<file path="src/rtl/pipe_chain_hs.sv">
// pipe_chain_hs: N-stage elastic register chain with valid/ready handshake,
// per-stage stall and per-stage flush. Stage 0 is the youngest stage and
// stage STAGES-1 drives the output.
// Ports:
//   clk, srst                 clock, synchronous active-high reset
//   enable                    global advance qualifier
//   in_valid/in_ready/in_data upstream handshake and payload
//   out_valid/out_ready/out_data downstream handshake and payload
//   stall, flush              per-stage hold / kill controls
//   stage_valid, stage_data   raw stage contents, before flush is applied
//   occupancy                 number of valid stages
module pipe_chain_hs #(
   parameter  int unsigned DATA_W = 64,
   parameter  int unsigned STAGES = 4,
   localparam int unsigned OCC_W  = $clog2(STAGES + 1)
) (
   input  logic                       clk,
   input  logic                       srst,
   input  logic                       enable,
   input  logic                       in_valid,
   output logic                       in_ready,
   input  logic [DATA_W-1:0]          in_data,
   output logic                       out_valid,
   input  logic                       out_ready,
   output logic [DATA_W-1:0]          out_data,
   input  logic [STAGES-1:0]          stall,
   input  logic [STAGES-1:0]          flush,
   output logic [STAGES-1:0]          stage_valid,
   output logic [STAGES*DATA_W-1:0]   stage_data,
   output logic [OCC_W-1:0]           occupancy
);

   logic [STAGES-1:0] v_q, v_d;
   logic [DATA_W-1:0] d_q [STAGES];
   logic [DATA_W-1:0] d_d [STAGES];

   logic [STAGES-1:0] ve;     // stage valid after flush
   logic [STAGES-1:0] leave;  // stage content moves on this cycle
   logic [STAGES:0]   ld;     // stage may load this cycle; ld[STAGES] is the sink

   // Readiness ripples from the output back toward stage 0.
   always_comb begin : chain_comb
      ve         = '0;
      leave      = '0;
      ld         = '0;
      ld[STAGES] = out_ready;
      for (int k = STAGES - 1; k >= 0; k--) begin
         ve[k]    = v_q[k] & ~flush[k];
         leave[k] = ve[k] & ~stall[k] & ld[k+1];
         ld[k]    = enable & ~stall[k] & (~ve[k] | leave[k]);
      end
   end

   // Next-state: a loading stage takes its upstream item or a bubble; a
   // non-loading stage keeps its (possibly flushed) content. Data only moves
   // with a valid item so bubbles leave the old payload in place.
   always_comb begin : next_comb
      v_d = v_q;
      d_d = d_q;
      if (ld[0]) begin
         v_d[0] = in_valid;
         if (in_valid) begin
            d_d[0] = in_data;
         end
      end else begin
         v_d[0] = ve[0];
      end
      for (int k = 1; k < STAGES; k++) begin
         if (ld[k]) begin
            v_d[k] = leave[k-1];
            if (leave[k-1]) begin
               d_d[k] = d_q[k-1];
            end
         end else begin
            v_d[k] = ve[k];
         end
      end
   end

   // Stage registers.
   always_ff @(posedge clk) begin : state_reg
      if (srst) begin
         v_q <= '0;
         for (int k = 0; k < STAGES; k++) begin
            d_q[k] <= '0;
         end
      end else begin
         v_q <= v_d;
         d_q <= d_d;
      end
   end

   // Exported views of the chain.
   always_comb begin : export_comb
      stage_data = '0;
      occupancy  = '0;
      for (int k = 0; k < STAGES; k++) begin
         stage_data[k*DATA_W +: DATA_W] = d_q[k];
         occupancy = occupancy + OCC_W'(v_q[k]);
      end
   end

   assign stage_valid = v_q;
   assign in_ready    = ld[0];
   assign out_valid   = ve[STAGES-1] & ~stall[STAGES-1] & enable;
   assign out_data    = d_q[STAGES-1];

endmodule

</file>
<file path="config.mk">
export PLATFORM = sky130hd
export DESIGN_NAME = pipe_chain_hs
export DESIGN_NICKNAME = d
export VERILOG_FILES = /design/src/rtl/pipe_chain_hs.sv
export SDC_FILE = /design/constraint.sdc
export NUM_CORES = 1
export LEC_CHECK = 0
export BUFFER_PORTS_ARGS = -buffer_cell sky130_fd_sc_hd__buf_2
export CORE_AREA = 2 2 159 161
export CTS_CLUSTER_DIAMETER = 40
export DETAILED_ROUTE_END_ITERATION = 10
export DIE_AREA = 0 0 161 163
export PLACE_DENSITY = 0.71
export RECOVER_POWER = 25
export SYNTH_ARGS = -nofsm -noshare
export SYNTH_HDL_FRONTEND = slang
export SYNTH_SLANG_ARGS = --single-unit
</file>
<file path="constraint.sdc">
create_clock -name clk -period 2.2 [get_ports clk]
set_clock_uncertainty 0.15 [all_clocks]
set_input_delay 0 -clock clk [delete_from_list [all_inputs] [get_ports clk]]
set_output_delay 0 -clock clk [all_outputs]
set_load 0.005 [all_outputs]
</file>
After elaboration in Yosys (flattened, before gate mapping)
Cells that the tools add are included.
W data, S select, Z words.
{ "word_totals": {"ff_bits": 260, "latch_bits": 0, "ram_bits": 0, "romBits": 0, "in_bits": 77, "output_inout_bits": 329, "memories": 0} }
{ "classes": {"add_sub_neg": 3, "n_mul": 0, "div_mod_pow": 0, "n_lt_le_gt_ge": 0, "n_eq_ne": 0, "shifts": 0, "mux": 4, "bitwise": 37, "n_reduce_logical": 4} }
{ "ops": {"columns": ["cell", "n"], "rows": [
  ["$and A1 B1 Y1", 21],
  ["$not A1 Y1", 12],
  ["$reduce_and A2 Y1", 4],
  ["$mux W1", 4],
  ["$or A1 B1 Y1", 4],
  ["$add A2 B1 Y3", 1],
  ["$add A3 B1 Y3", 1],
  ["$add A1 B1 Y2", 1]
]} }

Logic depth before layout (Yosys ltp)
Gate-level depths: netlist of run 1.
{ "logic_depth": {"word_depth": 16, "ltp_mapped": 7} }

Least setup slack after synthesis of run 1
No wires, ideal clock.
{ "synth_timing": {"kind": "reg-to-reg", "from": "register v_q[3], in the netlist stage_valid[3]", "to": "register d_q, in the netlist stage_data[64]", "arrival_ps": 1737, "required_time_ps": 1978, "path_slack_ps": 242, "path_stages_with_launch": 8, "n_path_buf": 3, "synth_period_minus_slack_ps": 1958, "cell_sequence": "dfxtp_1 > or3b_1 > buf_2 > a221oi_4 > or4_1 > buf_2 > buf_4 > mux2i_1"} }
{ "synth_via": {"elab_chain_cells": 13, "word_cells_on_any_way": 14, "cone_classes": "bitwise (13); reduce/logical (1)"} }
{ "synth_lines": {"columns": ["element", "line_no", "source"], "rows": [
  ["start, declared", "33", "logic [STAGES-1:0] v_q, v_d;"],
  ["start signal, assigned", "88", "v_q <= v_d;"],
  ["$and A1 B1 Y1 *", "48", "ve[k] = v_q[k] & ~flush[k];"],
  ["$and A1 B1 Y1 (2 in series)", "49", "leave[k] = ve[k] & ~stall[k] & ld[k+1];"],
  ["$or A1 B1 Y1 *", "50", "ld[k] = enable & ~stall[k] & (~ve[k] | leave[k]);"],
  ["$and A1 B1 Y1 *", "50", null],
  ["$and A1 B1 Y1 *", "49", null],
  ["$or A1 B1 Y1 *", "50", null],
  ["$and A1 B1 Y1 *", "50", null],
  ["$and A1 B1 Y1 *", "49", null],
  ["$or A1 B1 Y1 *", "50", null],
  ["$and A1 B1 Y1 *", "50", null],
  ["$and A1 B1 Y1", "49", null],
  ["$reduce_and A2 Y1 (no source line) *", null, null],
  ["end signal, assigned by index", "85", "d_q[k] <= '0;"],
  ["end signal, assigned", "89", "d_q <= d_d;"],
  ["end, declared", "34", "logic [DATA_W-1:0] d_q [STAGES];"]
]} }
Every way passes the cells marked *; elsewhere a longest branch is shown, timed or not.
A chain may end at the register's enable or synchronous reset.

Worst setup path in the final report of run 1
{ "layout_timing": {"from": "register v_q[0], in the netlist stage_valid[0]", "to": "output occupancy[1]"} }
{ "layout_via": {"elab_chain_cells": 3} }
{ "layout_lines": {"columns": ["element", "line_no", "source"], "rows": [
  ["$add A1 B1 Y2", "99", "occupancy = occupancy + OCC_W'(v_q[k]);"],
  ["$add A2 B1 Y3", "99", null],
  ["$add A3 B1 Y3", "99", null],
  ["end, declared", "30", "output logic [OCC_W-1:0] occupancy"]
]} }
No other way between the ends.

==> results of run 1 <==
metal layers:
layer  vias to the layer above  part of all wire, %  track usage, %  routed length, um
met5                         -                    0               0                  0
met4                         0                  3.0            8.52                947
met3                        73                  6.1            4.28               1920
met2                       392                   50            38.6              15700
met1                      4538                   41            27.9              13000
li1                       4582                    -               -                  -
cell type report:
| class | count | area, um2 |
|---|---|---|
| Clock buffer | 48 | 1040 |
| Tap cell | 330 | 413 |
| Fill cell | 2213 | 10500 |
| Multi-Input combinational cell | 740 | 4220 |
| Clock inverter | 17 | 206 |
| Timing Repair Buffer | 505 | 3010 |
| Sequential cell | 260 | 5210 |
| Antenna cell | 1 | 2.50 |
| Inverter | 7 | 28.8 |
final timing paths:
check / slack, ns / end / cells past startpoint
setup / recovery: 0.09 / occupancy[1] / 6
hold / removal: 0.07 / stage_valid[2] / 6
setup reg to reg: 0.16 / stage_data[32] / 6
hold reg to reg: 0.31 / out_data[35] / 2
cells in the mapped netlist (2+ instances only):
master | instances | area share [%]
nand2b_1 | 52 | 3.2
buf_4 | 70 | 5.1
a21o_1 | 3 | 0.22
buf_6 | 6 | 0.66
dfxtp_1 | 260 | 51
a21oi_1 | 133 | 6.5
o21ai_0 | 64 | 3.1
inv_1 | 7 | 0.26
buf_2 | 5 | 0.24
nand2_1 | 273 | 10
nor2_1 | 2 | 0.073
clkbuf_1 | 66 | 2.4
buf_1 | 10 | 0.36
nor2b_1 | 4 | 0.24
nand3_1 | 65 | 3.2
ha_1 | 2 | 0.24
mux2i_1 | 128 | 12
power groups by stage:
stage	clock (mW)	combinational, mW	sequential (mW)
final	5.88	0.506	4.78
after global routing	6.17	0.544	4.78
after CTS	5.97	0.504	4.78
after detailed placement	0	0.394	4.88
after global placement	0	0.390	4.88
after floorplan	0	0.206	4.88
registers in the layout (all words and copies together) (netlist names):
register,count
out_data,64
stage_data,192
stage_valid,4
worst max-delay path, cell delays in order (launching register included):
cell and delay, ns:
dfxtp_2 0.35, inv_2 0.04, fa_1 0.52, inv_1 0.04, ha_2 0.17, ha_4 0.25
buf_2 0.10
kinds of logic after synthesis:
group	Yosys count
mux	128
compound gates	205
flops	260
fa+ha+maj	3
simple gates	404
buf+inv	164
per-stage QoR:
step                      hold slack [ns]  utilization (%)  power, mW  cells  cell area, um2
final                              0.0738             57.3       11.2   1908           14100
after CTS                          0.0402             57.4       11.2   1906           14200
after global routing               0.0922             57.3       11.5   1908           14100
after global placement             0.0984             49.2       5.27   1763           12100
after detailed placement            0.102             49.2       5.27   1763           12100
after floorplan                    -0.117                -       5.08   1164           10300
timing repair:
item	4_1_cts	5_1_grt
hold buffers	78	0
endpoints found under the hold margin	167	0
endpoints found under the setup margin	1	5
gates resized for setup	1	5
setup buffers	0	1
gates cloned	0	0
==> impl_metrics.yaml, run 1 <==
power_and_ir_drop:
  intPower_mw: 8.72
  power.switching_mw: 2.44
  sw_frac_of_total_pct: 21.9
  clockPowerShare_pct: 52.7
  power.static_leakage_nw: 6.09
  p_seq_share_pct: 42.8
  ir_worst_vdd_mv: 0.502
  power_frac_comb_pct: 4.5
  power.density_mw_per_mm2: 790
logic_synthesis:
  synth_cells: 1164
  ys.flop_type: "dfxtp_1"
  yosys_warnings: 0
  async_flop_share_pct: 0
  synth_xor_area_share_pct: 0
  synth_top_family_by_area: "simple AND/OR/NAND/NOR gates"
  synthMuxAreaShare_pct: 12.4
  yosysSeqAreaShare_pct: 50.5
  synthSimpleGateAreaFrac_pct: 17.2
  synth_compound_area_share_pct: 10.4
  synth_nets: 1244
  yosys.cell_types.count: 31
  avgSynthCellArea_um2: 8.85
  syn-cell-area_mm2: 0.0103
  synth-edff-count: 0
  synth-seq-cells: 260
  synth_fa_ha_area_share_pct: 0.437
final_layout:
  syn_to_final_growth_pct: 37.2
  layout_common_cells: "buf_2 (340), nand2_1 (273), dfxtp_1 (258), a21oi_1 (133), mux2i_1 (128)"
  layout_commonest_cell: "buf_2"
  drive_above_1_share_pct: 27.9
  nets: 1631
floorplanning:
  dieHeight_um: 163
  initial_utilization_pct: 41.7
  rows: 58
  die_area_mm2: 0.0262
  core_area_mm2: 0.0247
  io_pins: 406
  die_w_um: 161
setup_path:
  crit_type: "reg -> out"
  critPathLaunchType: "register"
  r2r-start: "stage_valid[0]"
  crit_start: "stage_valid[0]"
  critical_path_required_ns: 2.05
  endpoint_kind: "primary output"
  crit_arrival_ns: 1.96
  critPathMaxFanout: 3
clocking:
  clockRootBuffer: "clkbuf_16"
  clock_sinks: 260
  cts.clk_slew.worst_paths_ns: 0.05
  htree_levels: 2
  cts_tree: "done"
  cts.path.max_buffers: 3
  clock_latency_ns: 0.49
  cts_buffers: 37
global_route:
  grt_overflow: 0
  globalRouteTotalUtil_pct: 22.4
  grt_first_pass_wirelength_mm: 48.0
  first_global_vias: 8893
  grt_max_degree: 114
  grt_antenna_before_repair: 1
timing:
  relSlewSlack_pct: 56.6
  setup_tns_ns: 0
  worst_slack_ns: 0.0880
  period_share_pct: 96.0
  max_freq_ghz: 0.473
  setup_viol: 0
  hold_viol_final: 0
  worst_slew_pin_slew_ns: 0.651
  slew_violations: 0
  period_needed_ns: 2.11
  rsz0062_at_grt: "no"
detailed_routing:
  drt-total-wl_mm: 31.6
  antenna_left: 0
  drt_iter0_drc: 638
  post-route-drc-count: 0
  viasPerCell: 5.02
  wl_per_cell_um: 16.6
  firstDrtPassIters: 5
  vias: 9585
worst_hold_path:
  hp-class: "in -> reg"
  hp-start: "out_ready"
flow_run:
  maxCapViolations: 0
placement:
  dpl.hpwl_mm: 20.2
  gp_congestion: 0.808
  pre_cts_slack_ns: 0.191
  portBuffers: 405
status:
  run_status: "finished clean"
Note: power is estimated with default switching activity, not from simulation.
==> run 2: changes to the inputs <==
--- a/config.mk
+++ b/config.mk
@@ -11,7 +11,6 @@
 export DETAILED_ROUTE_END_ITERATION = 10
 export DIE_AREA = 0 0 161 163
 export PLACE_DENSITY = 0.71
-export RECOVER_POWER = 25
 export SYNTH_ARGS = -nofsm -noshare
 export SYNTH_HDL_FRONTEND = slang
 export SYNTH_SLANG_ARGS = --single-unit
==> run 2 against run 1 <==
Against the previous run:
- combinational power grew 1%
- design area grew 0.57%
- sequential power is essentially flat
- hold slack lost 0.0057 ns
- flip-flop and latch count is the same
- count of clock-buffer cells in the layout is the same
- routed wire length shrank 0.23%
- critical endpoint unchanged
- largest power group unchanged
==> impl_metrics.yaml, run 2 (same netlist as run 1, synthesis figures left out) <==
power_and_ir_drop:
  total_power_mw: 11.2
  power.density_mw_per_mm2: 786
  intPower_mw: 8.73
  power_frac_comb_pct: 4.6
  power.switching_mw: 2.43
  p_seq_share_pct: 42.8
  clockPowerShare_pct: 52.6
  sw_frac_of_total_pct: 21.8
  ir_worst_vdd_mv: 0.516
  power.static_leakage_nw: 6.37
floorplanning:
  initial_utilization_pct: 41.7
  dieHeight_um: 163
  core_area_mm2: 0.0247
  die_area_mm2: 0.0262
  rows: 58
  die_w_um: 161
  io_pins: 406
placement:
  place_inst: 1763
  gp_congestion: 0.808
  portBuffers: 405
  place_area_mm2: 0.0121
  dpl.hpwl_mm: 20.2
clocking:
  cts_tree: "done"
  cts.clk_slew.worst_paths_ns: 0.05
  htree_levels: 2
  clockRootBuffer: "clkbuf_16"
  cts.path.max_buffers: 3
  clock_latency_ns: 0.49
  cts_buffers: 37
  clock_sinks: 260
global_route:
  busiest_layer: "met2"
  grt_use_met1_pct: 27.9
  grt_overflow: 0
  grt_util_met3_pct: 4.28
  grt_first_pass_wirelength_mm: 48.0
  grt_use_met2_pct: 38.6
  grt_antenna_before_repair: 1
  grt_max_degree: 114
  globalRouteTotalUtil_pct: 22.4
  first_global_vias: 8893
setup_path:
  crit_arrival_ns: 1.96
  critPathLaunchType: "register"
  critical_path_required_ns: 2.05
  endpoint_kind: "primary output"
  crit_start: "stage_valid[0]"
  r2r-start: "stage_valid[0]"
  critPathMaxFanout: 3
  crit_type: "reg -> out"
  r2r_setup_slack_ns: 0.16
final_layout:
  layout_commonest_cell: "buf_2"
  largest_reg_flops: 192
  final_cells: 1908
  syn_to_final_growth_pct: 38.0
  nets: 1631
  layout_common_cells: "buf_2 (404), nand2_1 (273), dfxtp_1 (258), a21oi_1 (133), mux2i_1 (128)"
  drive_above_1_share_pct: 32.0
  design_area_mm2: 0.0142
timing:
  rsz0062_at_grt: "no"
  relSlewSlack_pct: 56.4
  hold_viol_final: 0
  setup_tns_ns: 0
  setup_viol: 0
  max_freq_ghz: 0.474
  slew_violations: 0
  worst_slew_pin_slew_ns: 0.654
  period_share_pct: 96.0
  period_needed_ns: 2.11
detailed_routing:
  drt_iter0_drc: 649
  vias: 9577
  wl_per_cell_um: 16.5
  firstDrtPassIters: 5
  viasPerCell: 5.02
  post-route-drc-count: 0
  antenna_left: 0
  drt-total-wl_mm: 31.5
flow_run:
  maxCapViolations: 0
worst_hold_path:
  hp-start: "out_ready"
  hp-class: "in -> reg"
status:
  run_status: "finished clean"
## run 2: final timing paths
path	to	depth (start not counted)
setup reg to reg	stage_data[32]	6
setup / recovery	occupancy[1]	6
hold reg to reg	out_data[47]	2
hold / removal	stage_valid[2]	6
## run 2: metrics by stage
| step | utilization (%) | hold WS, ns | worst slack, ns |
|---|---|---|---|
| 6_report | 57.6 | 0.0681 | 0.0881 |
| 5_1_grt | 57.6 | 0.0922 | 0.00860 |
| 4_1_cts | 57.4 | 0.0402 | 0.00622 |
| 3_5_place_dp | 49.2 | 0.102 | 0.191 |
| 2_1_floorplan | - | -0.117 | 0.242 |
| 3_3_place_gp | 49.2 | 0.0984 | 0.236 |
## run 2: cell type report
type,instances,area [um2]
Timing Repair Buffer,505,3090
Tap cell,330,413
Antenna cell,1,2.50
Fill cell,2170,10500
Clock buffer,48,1040
Clock inverter,17,206
Sequential cell,260,5210
Inverter,7,28.8
Multi-Input combinational cell,740,4220
## run 2: critical path, cell delays in order, from the launching register on
cell,delay (ns)
dfxtp_2,0.35
inv_2,0.04
fa_1,0.52
inv_1,0.04
ha_2,0.17
ha_4,0.25
buf_2,0.10
## run 2: metal layers
layer  up-vias  part of all wire, %
li1       4581                    -
met1      4519                   41
met2       399                   50
met3        78                  6.3
met4         0                  3.1
met5         -                    0
## run 2: power groups by stage
stage	clock, mW	sequential (mW)	combinational (mW)
after detailed placement	0	4.88	0.394
after floorplan	0	4.88	0.206
final	5.87	4.78	0.512
after CTS	5.97	4.78	0.504
after global routing	6.17	4.78	0.551
after global placement	0	4.88	0.390
## run 2: repair_timing
item | CTS | global route
buffers inserted | 0 | 1
endpoints found under the hold margin | 167 | 0
hold buffers | 78 | 0
endpoints found under the setup margin | 1 | 5
resized for setup | 1 | 5
==> run 3: changes to the inputs <==
==> constraint.sdc (replaced) <==
create_clock -name clk -period 2.4 [get_ports clk]
set_clock_uncertainty 0.15 [all_clocks]
set_input_delay 0 -clock clk [delete_from_list [all_inputs] [get_ports clk]]
set_output_delay 0 -clock clk [all_outputs]
set_load 0.005 [all_outputs]
==> run 3 against run 2 <==
Against the previous run:
- critical path type unchanged
- register-to-register slack improved by 0.06 ns
- design area decreased by 0.60%
- combinational power decreased by 8.4%
- critical path depth unchanged
- via count decreased by 0.10%
- power decreased by 10%
- global-route usage decreased by 0.16 points
- flip-flop and latch count unchanged
- first-iteration DRC count decreased by 5.9%
- sequential power decreased by 8.4%
- critical endpoint unchanged
- largest power group unchanged
==> impl_metrics.yaml, run 3 (same netlist as run 1, synthesis figures left out) <==
status:
  run_status: "finished clean"
global_route:
  grt_max_degree: 83
  grt_overflow: 0
  grt_first_pass_wirelength_mm: 47.6
  grt_antenna_before_repair: 0
  first_global_vias: 8872
  globalRouteTotalUtil_pct: 22.3
final_layout:
  drive_above_1_share_pct: 31.5
  nets: 1629
  layout_commonest_cell: "buf_2"
  syn_to_final_growth_pct: 37.1
  largest_reg_flops: 192
  layout_common_cells: "buf_2 (404), nand2_1 (273), dfxtp_1 (260), a21oi_1 (133), mux2i_1 (128)"
power_and_ir_drop:
  total_power_mw: 10.0
  sw_frac_of_total_pct: 22.5
  ir_worst_vdd_mv: 0.555
  power_frac_comb_pct: 4.7
  power.static_leakage_nw: 6.32
  intPower_mw: 7.75
  p_seq_share_pct: 43.8
  clockPowerShare_pct: 51.5
  power.density_mw_per_mm2: 708
  power.switching_mw: 2.25
clocking:
  htree_levels: 2
  clock_sinks: 260
  clockRootBuffer: "clkbuf_16"
  cts_tree: "done"
  cts.clk_slew.worst_paths_ns: 0.06
  clock_latency_ns: 0.50
  cts_buffers: 35
  postCtsSetupRepairBufs: 0
  cts.path.max_buffers: 3
worst_hold_path:
  holdPathStages: 5
  whs_endpoint: "stage_valid[2]"
  hp-class: "in -> reg"
  hp-start: "out_ready"
floorplanning:
  initial_utilization_pct: 41.7
  die_w_um: 161
  core_area_mm2: 0.0247
  dieHeight_um: 163
  io_pins: 406
  die_area_mm2: 0.0262
  rows: 58
placement:
  portBuffers: 405
  gp_congestion: 0.792
  dpl.hpwl_mm: 20.6
detailed_routing:
  vias: 9567
  antenna_left: 0
  post-route-drc-count: 0
  wl_per_cell_um: 16.3
  drt_iter0_drc: 611
  viasPerCell: 5.02
  firstDrtPassIters: 5
  drt-total-wl_mm: 31.1
setup_path:
  endpoint_kind: "primary output"
  critPathMaxFanout: 4
  crit_arrival_ns: 2.10
  r2r_setup_slack_ns: 0.22
  critical_path_required_ns: 2.25
  r2r-end: "stage_data[43]"
  critPathLaunchType: "register"
  r2r-start: "stage_valid[3]"
  worstRegToRegCells: 6
  crit_type: "reg -> out"
timing:
  relSlewSlack_pct: 56.5
  slew_violations: 0
  rsz0062_at_grt: "no"
  period_share_pct: 93.8
  hold_viol_final: 0
  setup_viol: 0
  setup_tns_ns: 0
  worst_slew_pin_slew_ns: 0.652
  period_needed_ns: 2.25
  max_freq_ghz: 0.444
flow_run:
  maxCapViolations: 0
## run 3: changes by cell type in the layout (fill, tap and decap cells not counted), moves of 3 or more
cell / change
clkinvlp_4: +4
inv_6: +4
clkbuf_8: -4
inv_8: -3
## run 3: how the worst max path moves through the flow
stage | startpoint | end | slack [ns] | depth (start not counted)
2_1_floorplan | stage_valid[3] | stage_data[64] | 0.44 | 7
3_3_place_gp | stage_valid[3] | stage_data[28] | 0.34 | 6
3_5_place_dp | stage_valid[3] | stage_data[47] | 0.26 | 6
4_1_cts | stage_valid[0] | occupancy[1] | 0.14 | 6
5_1_grt | stage_valid[0] | occupancy[1] | 0.08 | 6
6_report | stage_valid[0] | occupancy[1] | 0.15 | 6
## run 3: routing by layer
layer / wire, um / vias to the layer above / track usage (%)
li1: - / 4595 / -
met5: 0 / - / 0
met1: 13000 / 4522 / 27.5
met3: 1960 / 78 / 4.48
met2: 15100 / 372 / 38.4
met4: 1030 / 0 / 8.64
## run 3: repair_timing
action	in CTS	in global routing
endpoints found under the hold margin	178	0
resized for setup	0	0
hold buffers	80	0
## run 3: layout make-up
| cell class | count | area (um2) |
|---|---|---|
| Fill cell | 2121 | 10600 |
| Tap cell | 330 | 413 |
| Timing Repair Buffer | 505 | 3090 |
| Antenna cell | 1 | 2.50 |
| Multi-Input combinational cell | 740 | 4200 |
| Clock inverter | 20 | 203 |
| Sequential cell | 260 | 5200 |
| Clock buffer | 42 | 975 |
| Inverter | 7 | 28.8 |
## run 3: power by group through the flow
stage	Sequential, mW	Clock [mW]	Combinational [mW]
6_report	4.38	5.16	0.469
2_1_floorplan	4.47	0	0.189
3_3_place_gp	4.47	0	0.360
4_1_cts	4.38	5.24	0.466
5_1_grt	4.38	5.44	0.506
3_5_place_dp	4.47	0	0.363
## run 3: stage by stage
step                setup WS (ns)  utilization (%)  hold WS (ns)  area [um2]  cells
floorplan                   0.442                -        -0.117       10300   1164
global placement            0.335             49.2        0.0977       12100   1762
detailed placement          0.260             49.2         0.102       12100   1762
CTS                         0.145             57.2        0.0193       14100   1904
global route               0.0781             57.2        0.0742       14100   1904
finish                      0.149             57.2        0.0534       14100   1905
## run 3: critical path: stages, from the launching register on
cell,delay (ns)
dfxtp_1,0.38
inv_1,0.08
fa_1,0.54
inv_1,0.05
ha_1,0.17
ha_1,0.26
buf_2,0.13
